### src/rtl/immPkg.sv
// Immediate formats, RISC-V base opcodes and the opcode-to-format decode
// shared by the immediate generator and its users.
package immPkg;
  typedef enum logic [2:0] {
    IMM_J,
    IMM_U,
    IMM_B,
    IMM_S,
    IMM_I,
    IMM_DEFAULT
  } imm_type;

  localparam logic [6:0] OP_LUI    = 7'b0110111;
  localparam logic [6:0] OP_AUIPC  = 7'b0010111;
  localparam logic [6:0] OP_JAL    = 7'b1101111;
  localparam logic [6:0] OP_BRANCH = 7'b1100011;
  localparam logic [6:0] OP_STORE  = 7'b0100011;
  localparam logic [6:0] OP_LOAD   = 7'b0000011;
  localparam logic [6:0] OP_IMM    = 7'b0010011;
  localparam logic [6:0] OP_JALR   = 7'b1100111;
  localparam logic [6:0] OP_SYSTEM = 7'b1110011;
  localparam logic [6:0] OP_IMM_32 = 7'b0011011;

  // OP-IMM-32 (addiw and friends) only exists on RV64.
  function automatic imm_type imm_format(input logic [6:0] opcode, input logic rv64);
    imm_type fmt;
    fmt = IMM_DEFAULT;
    case (opcode)
      OP_LUI, OP_AUIPC:                    fmt = IMM_U;
      OP_JAL:                              fmt = IMM_J;
      OP_BRANCH:                           fmt = IMM_B;
      OP_STORE:                            fmt = IMM_S;
      OP_LOAD, OP_IMM, OP_JALR, OP_SYSTEM: fmt = IMM_I;
      OP_IMM_32:                           fmt = rv64 ? IMM_I : IMM_DEFAULT;
      default:                             fmt = IMM_DEFAULT;
    endcase
    return fmt;
  endfunction
endpackage

### src/rtl/rysyPkg.sv
// Core-wide architectural constants shared across the rysy codebase.
package rysyPkg;
  localparam int unsigned REG_LEN = 32;
endpackage

### src/rtl/imm_gen_if.sv
// Valid/ready bundle between an instruction source, the immediate generator
// and the consumer of decoded immediates.
interface imm_gen_if import rysyPkg::*, immPkg::*; #(
  parameter int unsigned XLEN  = REG_LEN,
  parameter int unsigned TAG_W = 5
);
  logic             in_valid;
  logic             in_ready;
  logic [31:0]      in_instr;
  logic [TAG_W-1:0] in_tag;
  logic             flush;
  logic             out_valid;
  logic             out_ready;
  logic [XLEN-1:0]  out_imm;
  imm_type          out_type;
  logic [TAG_W-1:0] out_tag;
  logic             out_illegal;
  logic [15:0]      illegal_cnt;

  modport master (
    output in_valid, in_instr, in_tag, flush, out_ready,
    input  in_ready, out_valid, out_imm, out_type, out_tag, out_illegal, illegal_cnt
  );

  modport slave (
    input  in_valid, in_instr, in_tag, flush, out_ready,
    output in_ready, out_valid, out_imm, out_type, out_tag, out_illegal, illegal_cnt
  );
endinterface

### src/rtl/imm_fifo.sv
// Small circular buffer holding decoded immediates; pointers wrap naturally
// because DEPTH is a power of two.
module imm_fifo #(
  parameter int unsigned WIDTH = 8,
  parameter int unsigned DEPTH = 2
) (
  input  logic                    clk,
  input  logic                    rst_n,
  input  logic                    push,
  input  logic                    pop,
  input  logic                    flush,
  input  logic [WIDTH-1:0]        wdata,
  output logic [WIDTH-1:0]        rdata,
  output logic [$clog2(DEPTH):0]  count
);
  localparam int unsigned AW = $clog2(DEPTH);
  localparam logic [AW:0] FULL_CNT = DEPTH[AW:0];

  logic [WIDTH-1:0] mem [DEPTH];
  logic [AW-1:0]    wr_ptr;
  logic [AW-1:0]    rd_ptr;
  logic             do_push;
  logic             do_pop;

  assign do_push = push && !flush && (count != FULL_CNT);
  assign do_pop  = pop  && !flush && (count != '0);

  always_ff @(posedge clk or negedge rst_n) begin
    if (!rst_n) begin
      wr_ptr <= '0;
      rd_ptr <= '0;
      count  <= '0;
    end else if (flush) begin
      wr_ptr <= '0;
      rd_ptr <= '0;
      count  <= '0;
    end else begin
      if (do_push) wr_ptr <= wr_ptr + 1'b1;
      if (do_pop)  rd_ptr <= rd_ptr + 1'b1;
      case ({do_push, do_pop})
        2'b10:   count <= count + 1'b1;
        2'b01:   count <= count - 1'b1;
        default: count <= count;
      endcase
    end
  end

  always_ff @(posedge clk) begin
    if (do_push) mem[wr_ptr] <= wdata;
  end

  // Raw head; the owner masks it when the buffer is empty.
  assign rdata = mem[rd_ptr];
endmodule

### src/rtl/imm_gen.sv
// RISC-V immediate generator: decodes the immediate of each accepted
// instruction and queues it, with its tag, for an in-order consumer.
module imm_gen import rysyPkg::*, immPkg::*; #(
  parameter int unsigned XLEN  = REG_LEN,
  parameter int unsigned DEPTH = 2,
  parameter int unsigned TAG_W = 5
) (
  input  logic      clk,
  input  logic      rst_n,
  imm_gen_if.slave  bus
);
  localparam int unsigned     CW       = $clog2(DEPTH) + 1;
  localparam logic [CW-1:0]   FULL_CNT = DEPTH[CW-1:0];
  localparam logic            RV64     = (XLEN == 64);

  typedef struct packed {
    logic [XLEN-1:0]  imm;
    imm_type          typ;
    logic [TAG_W-1:0] tag;
    logic             illegal;
  } entry_t;

  entry_t          new_entry;
  entry_t          head_raw;
  entry_t          head;
  imm_type         fmt;
  logic [31:0]     imm32;
  logic [CW-1:0]   count;
  logic            push;
  logic            pop;
  logic            out_valid;
  logic            in_ready;
  logic [15:0]     ill_cnt;

  // Immediates are assembled at 32 bits, then sign-extended to XLEN.
  always_comb begin
    fmt   = imm_format(bus.in_instr[6:0], RV64);
    imm32 = '0;
    case (fmt)
      IMM_I: imm32 = {{20{bus.in_instr[31]}}, bus.in_instr[31:20]};
      IMM_S: imm32 = {{20{bus.in_instr[31]}}, bus.in_instr[31:25], bus.in_instr[11:7]};
      IMM_B: imm32 = {{19{bus.in_instr[31]}}, bus.in_instr[31], bus.in_instr[7],
                      bus.in_instr[30:25], bus.in_instr[11:8], 1'b0};
      IMM_U: imm32 = {bus.in_instr[31:12], 12'b0};
      IMM_J: imm32 = {{11{bus.in_instr[31]}}, bus.in_instr[31], bus.in_instr[19:12],
                      bus.in_instr[20], bus.in_instr[30:21], 1'b0};
      default: imm32 = '0;
    endcase
  end

  always_comb begin
    new_entry.imm     = XLEN'($signed(imm32));
    new_entry.typ     = fmt;
    new_entry.tag     = bus.in_tag;
    new_entry.illegal = (fmt == IMM_DEFAULT);
  end

  // A push coinciding with flush is dropped entirely, including its count.
  assign in_ready  = (count < FULL_CNT);
  assign out_valid = (count != '0);
  assign push      = bus.in_valid && in_ready && !bus.flush;
  assign pop       = out_valid && bus.out_ready;

  imm_fifo #(
    .WIDTH ($bits(entry_t)),
    .DEPTH (DEPTH)
  ) u_fifo (
    .clk   (clk),
    .rst_n (rst_n),
    .push  (push),
    .pop   (pop),
    .flush (bus.flush),
    .wdata (new_entry),
    .rdata (head_raw),
    .count (count)
  );

  always_ff @(posedge clk or negedge rst_n) begin
    if (!rst_n) begin
      ill_cnt <= '0;
    end else if (push && new_entry.illegal && (ill_cnt != '1)) begin
      ill_cnt <= ill_cnt + 16'd1;
    end
  end

  always_comb begin
    head = head_raw;
    if (!out_valid) begin
      head     = '0;
      head.typ = IMM_DEFAULT;
    end
  end

  assign bus.in_ready    = in_ready;
  assign bus.out_valid   = out_valid;
  assign bus.out_imm     = head.imm;
  assign bus.out_type    = head.typ;
  assign bus.out_tag     = head.tag;
  assign bus.out_illegal = head.illegal;
  assign bus.illegal_cnt = ill_cnt;
endmodule

### src/flat_wrapper.sv
// flat-port wrapper written by rule: the top's interface ports become plain ports
module imm_gen_flat import rysyPkg::*, immPkg::*;
#(
  parameter int unsigned XLEN  = REG_LEN,
  parameter int unsigned DEPTH = 2,
  parameter int unsigned TAG_W = 5
)
  (clk, rst_n, bus_in_valid, bus_in_instr, bus_in_tag, bus_flush, bus_out_ready, bus_in_ready, bus_out_valid, bus_out_imm, bus_out_type, bus_out_tag, bus_out_illegal, bus_illegal_cnt);
  imm_gen_if #(.XLEN(XLEN), .TAG_W(TAG_W)) bus_i ();
  input  logic clk;
  input  logic rst_n;
  input wire logic [$bits(bus_i.in_valid)-1:0] bus_in_valid;
  input wire logic [$bits(bus_i.in_instr)-1:0] bus_in_instr;
  input wire logic [$bits(bus_i.in_tag)-1:0] bus_in_tag;
  input wire logic [$bits(bus_i.flush)-1:0] bus_flush;
  input wire logic [$bits(bus_i.out_ready)-1:0] bus_out_ready;
  output wire logic [$bits(bus_i.in_ready)-1:0] bus_in_ready;
  output wire logic [$bits(bus_i.out_valid)-1:0] bus_out_valid;
  output wire logic [$bits(bus_i.out_imm)-1:0] bus_out_imm;
  output wire logic [$bits(bus_i.out_type)-1:0] bus_out_type;
  output wire logic [$bits(bus_i.out_tag)-1:0] bus_out_tag;
  output wire logic [$bits(bus_i.out_illegal)-1:0] bus_out_illegal;
  output wire logic [$bits(bus_i.illegal_cnt)-1:0] bus_illegal_cnt;
  assign bus_i.in_valid = bus_in_valid;
  assign bus_i.in_instr = bus_in_instr;
  assign bus_i.in_tag = bus_in_tag;
  assign bus_i.flush = bus_flush;
  assign bus_i.out_ready = bus_out_ready;
  assign bus_in_ready = bus_i.in_ready;
  assign bus_out_valid = bus_i.out_valid;
  assign bus_out_imm = bus_i.out_imm;
  assign bus_out_type = bus_i.out_type;
  assign bus_out_tag = bus_i.out_tag;
  assign bus_out_illegal = bus_i.out_illegal;
  assign bus_illegal_cnt = bus_i.illegal_cnt;
  imm_gen #(.XLEN(XLEN), .DEPTH(DEPTH), .TAG_W(TAG_W)) u_core (.clk(clk), .rst_n(rst_n), .bus(bus_i));
endmodule
### config.mk
export PLATFORM = sky130hd
export DESIGN_NAME = imm_gen_flat
export DESIGN_NICKNAME = d
export VERILOG_FILES = /design/src/rtl/immPkg.sv /design/src/rtl/rysyPkg.sv /design/src/rtl/imm_gen_if.sv /design/src/rtl/imm_fifo.sv /design/src/rtl/imm_gen.sv /design/src/flat_wrapper.sv
export SDC_FILE = /design/constraint.sdc
export NUM_CORES = 1
export LEC_CHECK = 0
export CAP_MARGIN = 0
export CORE_UTILIZATION = 45
export CTS_CLUSTER_SIZE = 28
export DETAILED_ROUTE_END_ITERATION = 10
export PLACE_DENSITY = 0.75
export SYNTH_ARGS = -nofsm -noshare
export SYNTH_HDL_FRONTEND = slang
export SYNTH_SLANG_ARGS = --single-unit
export TNS_END_PERCENT = 20
### constraint.sdc
create_clock -name clk -period 3.75 [get_ports clk]
set_clock_uncertainty 0.15 [all_clocks]
set_input_delay 1.125 -clock clk [delete_from_list [all_inputs] [get_ports clk]]
set_output_delay 1.125 -clock clk [all_outputs]
set_load 0.02 [all_outputs]
# After elaboration in Yosys (flattened, before gate mapping)
# Memories as Yosys holds them, arrays and structs flattened.
# Index checks and enable logic that the tools add are counted.
# Widths: inputs -> output; s select.
[op_classes]
n_addsub = 5
magnitude_cmp = 1
eq_ne = 18
mux = 11
n_reduce_logical = 17
[op_table]
columns = ["operator", "count"]
rows = [
  ["$pmux 32 s5", 1],
  ["$mux 41", 1],
  ["$eq 7x7->1 const B", 4],
  ["$add 16x1->16 const B", 1],
  ["$ne 16x16->1 const B", 1],
  ["$pmux 3 s5", 1],
  ["$eq 7x5->1 const B", 2],
  ["$eq 7x6->1 const B", 2],
  ["$logic_and 1x1->1", 9],
  ["$eq 7x2->1 const B", 1],
  ["$eq 3x2->1 const B", 2],
  ["$eq 3x3->1 const B", 2],
  ["$mux 1", 6],
  ["$reduce_bool 2->1", 3],
  ["$pmux 2 s2", 1],
  ["$reduce_or 4->1", 1],
  ["$eq 3x1->1 const B", 1],
  ["$logic_not 3->1", 1],
  ["$reduce_bool 3->1", 1],
  ["$add 1x1->1 const B", 2],
  ["$add 2x1->2 const B", 1],
  ["$eq 2x1->1 const B", 1],
  ["$eq 2x2->1 const B", 1],
  ["$lt 2x2->1 const B", 1],
  ["5 further kinds", 5],
]
[word_totals]
ff_bits = 20
mem_bits_rw = 82
inputBits = 42
output_inout_bits = 59
elab_cells = 57
n_memories = 1
[mem_list]
columns = ["name", "depth", "word_bits", "read_ports", "rd_clocked_by_memory_dff", "write_ports", "line", "rtl"]
rows = [
  ["u_core.u_fifo.mem", 2, 41, 1, 0, 1, "imm_fifo.sv:19", "logic [WIDTH-1:0] mem [DEPTH];"],
]

# Logic depth before layout (Yosys ltp)
[logic_depth]
word_depth = 8
depth_mapped = 7
ltp_nobuf = 6

# Cells and area by module
# From an unflattened synthesis, not the netlist that was laid out.
[unflattened]
hier_cells = 369
area_unflattened_um2 = 4894.7
[by_module_without_submodules]
columns = ["mod", "instances", "cells_per_inst", "area_per_inst_um2", "seq_area_each_um2"]
rows = [
  ["imm_fifo", 1, 153, 3176.8, 2562.5],
  ["imm_gen", 1, 216, 1717.9, 400.4],
]

# Least setup slack after synthesis
# Ideal clock, no wire load.
[synth_path]
path_type = "input to register"
start = "in bus_in_valid"
end = "mem u_core.u_fifo.mem[0][0] in the netlist's numbering, enable pin"
setup_time_ps = 491
arrival_ps = 4042
required_ps = 3109
slack_ps = -933
stages = 2
path_buffers = 0
cell_sequence = "nand2b_1 nor3_1"
[synth_via]
elab_chain_len = 6
[synth_rtl]
columns = ["item", "line", "rtl"]
rows = [
  ["from (decl)", "flat_wrapper.sv:12", "input wire logic [$bits(bus_i.in_valid)-1:0] bus_in_valid;"],
  ["$logic_and 1x1->1 (2 in a row)", "imm_gen.sv:61", "assign push = bus.in_valid && in_ready && !bus.flush;"],
  ["$logic_and 1x1->1 (2 in a row)", "imm_fifo.sv:25", "assign do_push = push && !flush && (count != FULL_CNT);"],
  ["$mux 1", "imm_fifo.sv:49", "if (do_push) mem[wr_ptr] <= wdata;"],
  ["$mux 1 (not written as such)", "imm_fifo.sv:49", ""],
  ["to (decl)", "imm_fifo.sv:19", ""],
]
# Every way passes these cells.

# Worst setup path after layout
[layout_path]
start = "reg u_core.u_fifo.rd_ptr"
end = "out bus_out_imm[21]"
[layout_via]
elab_chain_len = 2
[layout_rtl]
columns = ["item", "line", "rtl"]
rows = [
  ["from (decl)", "imm_fifo.sv:21", "logic [AW-1:0] rd_ptr;"],
  ["from (signal assigned)", "imm_fifo.sv:39", "if (do_pop) rd_ptr <= rd_ptr + 1'b1;"],
  ["$mem_v2 2x41", "n/a", ""],
  ["$mux 41", "imm_gen.sv:88", "if (!out_valid) begin"],
  ["to (decl)", "flat_wrapper.sv:19", "output wire logic [$bits(bus_i.out_imm)-1:0] bus_out_imm;"],
]
# Every way passes these cells.

==> metrics.yaml <==
worst_setup_path:
  cp_top_family: "buffers and inverters"
  critPathKind: "flip-flop to output pin"
  ff2ff_setup_slack_ns: 1.54
  crit_buf_inv: 2
  critPathArrivalTime_ns: 2.13
  cp_max_fo: 13
  timing.rr.end: "u_core.bus.illegal_cnt[1]"
  slowest_delay_ns: 0.62
  ff2ff_path_depth: 5
  end_kind: "output pin"
  reg2reg_from: "u_core.bus.illegal_cnt[6]"
  crit_path_cell_trace: "buf_4, mux2i_1, nor2_1, clkdlybuf4s50_1"
  required_ns: 2.47
  critPathLaunchType: "flip-flop"
  slowest_stage: "clkdlybuf4s50_1"
  critPathLaunch: "u_core.u_fifo.rd_ptr"
placement:
  dp_hpwl_mm: 6.71
  port_buffers: 100
  dp.cells: 582
  gp_congestion: 0.903
  dpl_worst_slack_ns: 0.425
clock_tree:
  cts_tree: "done"
  ctsHoldBuffers: 0
  cts_setup_buffers: 0
  cts_htree_levels: 3
  clk_latency_ns: 0.36
  cts_buffer_depth: 2
  cts.sinks: 102
  clock-root-buffer: "clkbuf_8"
  cts.clk_slew.worst_paths_ns: 0.10
  cts_buffers: 9
  cts_resized: 0
synth:
  synth.ff_latch_count: 102
  synth_fp_nets: 397
  yosys.area.top_type: "edfxtp_1"
  synth_top_area_frac: 0.533
  yosys_warnings: 0
  ys_async_sr_fraction: 0.196
  syn_avg_cell_area_um2: 13.0
  seq_area_frac_synth: 0.642
  synth_edf_count: 82
  syn_inst: 354
  ys.flop_type: "edfxtp_1"
  ys_top_cells_by_area: "edfxtp_1 53%, dfrtp_1 11%, mux2i_1 9.3%"
  netlist_area_mm2: 0.00462
  synth.distinct_cells: 47
global_routing:
  grt_pass1_wl_mm: 15.0
  grtUsageTotal: 0.188
  antenna_found_initial: 0
  overflow: 0
  grt_max_degree: 22
  grt_pass1_vias: 3126
worst_hold_path:
  hp-start: "u_core.bus.illegal_cnt[15]"
  holdPathEnd: "u_core.bus.illegal_cnt[15]"
  hold_class: "flip-flop to flip-flop"
  hold_path_depth: 1
floorplanning:
  num_rows: 36
  die_w_um: 103
  dieHeight_um: 103
  start_util: 0.468
  die_area_mm2: 0.0107
  core_area_mm2: 0.00986
  ios: 101
drt:
  antenna_left: 0
  wl_per_cell_um: 16.0
  wirelength_mm: 9.56
  vias: 3110
  drtPass1Iterations: 4
  drc: 0
  vias_per_cell: 5.20
  drt_iter0_drc: 79
final_layout:
  drive_above_1_share: 0.0903
  multi_input_area_mm2: 0.00158
  final_cells: 598
  diodes: 0
  seq_area_mm2: 0.00296
  final_util: 0.609
  nFillCells: 779
  syn_to_final_growth_pct: 30.0
  nNetsFinal: 503
power_and_ir_drop:
  power_frac_clock: 0.253
  switching_share: 0.280
  sequentialPowerShare: 0.549
  internal-power_uw: 1780
  powerDensity_mw_per_mm2: 413
  leakagePower_uw: 0.00229
  p_total_uw: 2480
  irDropWorstVdd_mv: 0.345
  switching_power_uw: 695
  pwr-share-comb: 0.198
sta:
  worstMarginPinSlew_ns: 0.932
  layout_setup_ws_ns: 0.344
  tns_ns: 0
  finalCritPeriodShare: 0.908
  fmax_mhz: 294
  setup_violations: 0
  relSlewSlack: 0.377
  rsz0062_at_grt: "no"
  finalHoldViolations: 0
  slew_viol_final: 0
  fin_crit_ns: 3.41
run:
  cap_violations: 0
outcome:
  status: "completed"
placed cells by master, fill, tap and decap left out, types with 2 or more instances in the layout:
master and n:
nand2_1 18, clkbuf_8 9, and2_1 10, or2_2 2
mux2i_1 43, dfrtp_1 19, a21oi_1 8, nor4_1 3
clkdlybuf4s50_1 100, o21ai_0 2, clkinv_4 2, xor2_1 16
nor3b_1 2, a22o_1 4, inv_1 8, nor3_1 9
edfxtp_1 82, buf_4 10, nor3_4 2, a21o_1 18
a41o_1 2, nand3_1 9, nor2_1 50, nand2b_1 4
xnor2_1 3
how the worst max path moves through the flow:
| stage | to | slack (ns) | depth (start not counted) |
|---|---|---|---|
| 6_report | bus_out_imm[21] | 0.34 | 4 |
| 5_1_grt | bus_out_imm[21] | 0.19 | 4 |
| 4_1_cts | bus_out_imm[21] | 0.28 | 4 |
| 3_5_place_dp | u_core.bus.illegal_cnt[1] | 0.43 | 6 |
| 3_3_place_gp | u_core.bus.illegal_cnt[1] | 0.49 | 6 |
| 2_1_floorplan | u_core.u_fifo.mem[0][0] | 0.32 | 2 |
registers in the layout (all words and copies together) (netlist names):
register,count
u_core.u_fifo.mem,82
u_core.bus.illegal_cnt,16
u_core.u_fifo.count,2
u_core.u_fifo.rd_ptr,1
u_core.u_fifo.wr_ptr,1
stage by stage:
stage	hold WS, ns	area [um2]
CTS	0.367	6010
global placement	0.331	5830
finish	0.368	6010
floorplan	0.383	4620
detailed placement	0.348	5830
global route	0.381	6010
metal layers:
metal	track usage	share of wire	vias up
li1	-	-	1508
met1	0.235	0.44	1495
met2	0.317	0.50	93
met3	0.0457	0.051	14
met4	0.0726	0.015	0
met5	0	0	-
cell usage after synthesis (3+ instances only):
master / n
a21o_1: 18
a21oi_1: 8
a22o_1: 4
and2_1: 11
buf_2: 6
clkbuf_1: 7
dfrtp_1: 20
edfxtp_1: 82
inv_1: 7
mux2i_1: 43
nand2_1: 18
nand2b_1: 4
nand3_1: 9
nor2_1: 51
nor3_1: 10
nor4_1: 3
xnor2_1: 3
xor2_1: 16
layout make-up:
class	count	area share
multi-input cells	229	0.263
flip-flops and latches	102	0.494
clock buffers	10	0.0212
well taps	133	0.0277
clock inverters	6	0.00792
repair buffers	111	0.182
inverters	7	0.00438
kinds of logic (layout without fill, tap and decap cells):
family	Yosys count	count (layout)	synth area share
AOI/OAI and AO/OA	43	43	0.0715
xor gates and xnor gates	19	19	0.0360
adders and majority gates	1	1	0.00271
buffers and inverters	23	134	0.0211
DFF	102	102	0.642
muxes	44	44	0.0956
and+or+nand+nor	122	122	0.131
power by group through the flow:
stage,sequential [uW],combinational (uW),clock (uW)
after global routing,1370,532,682
after global placement,1380,486,0
final,1360,491,627
after floorplan,1410,218,0
after CTS,1360,497,647
after detailed placement,1390,495,0
worst register-to-register path: stages (launching register included):
cell and delay (ns):
dfrtp_1 0.45, nand4_2 0.22, nor3_4 0.35, and2_1 0.42
or2_4 0.21, mux2_1 0.31
No activity file was read; power rests on OpenSTA's default activity.
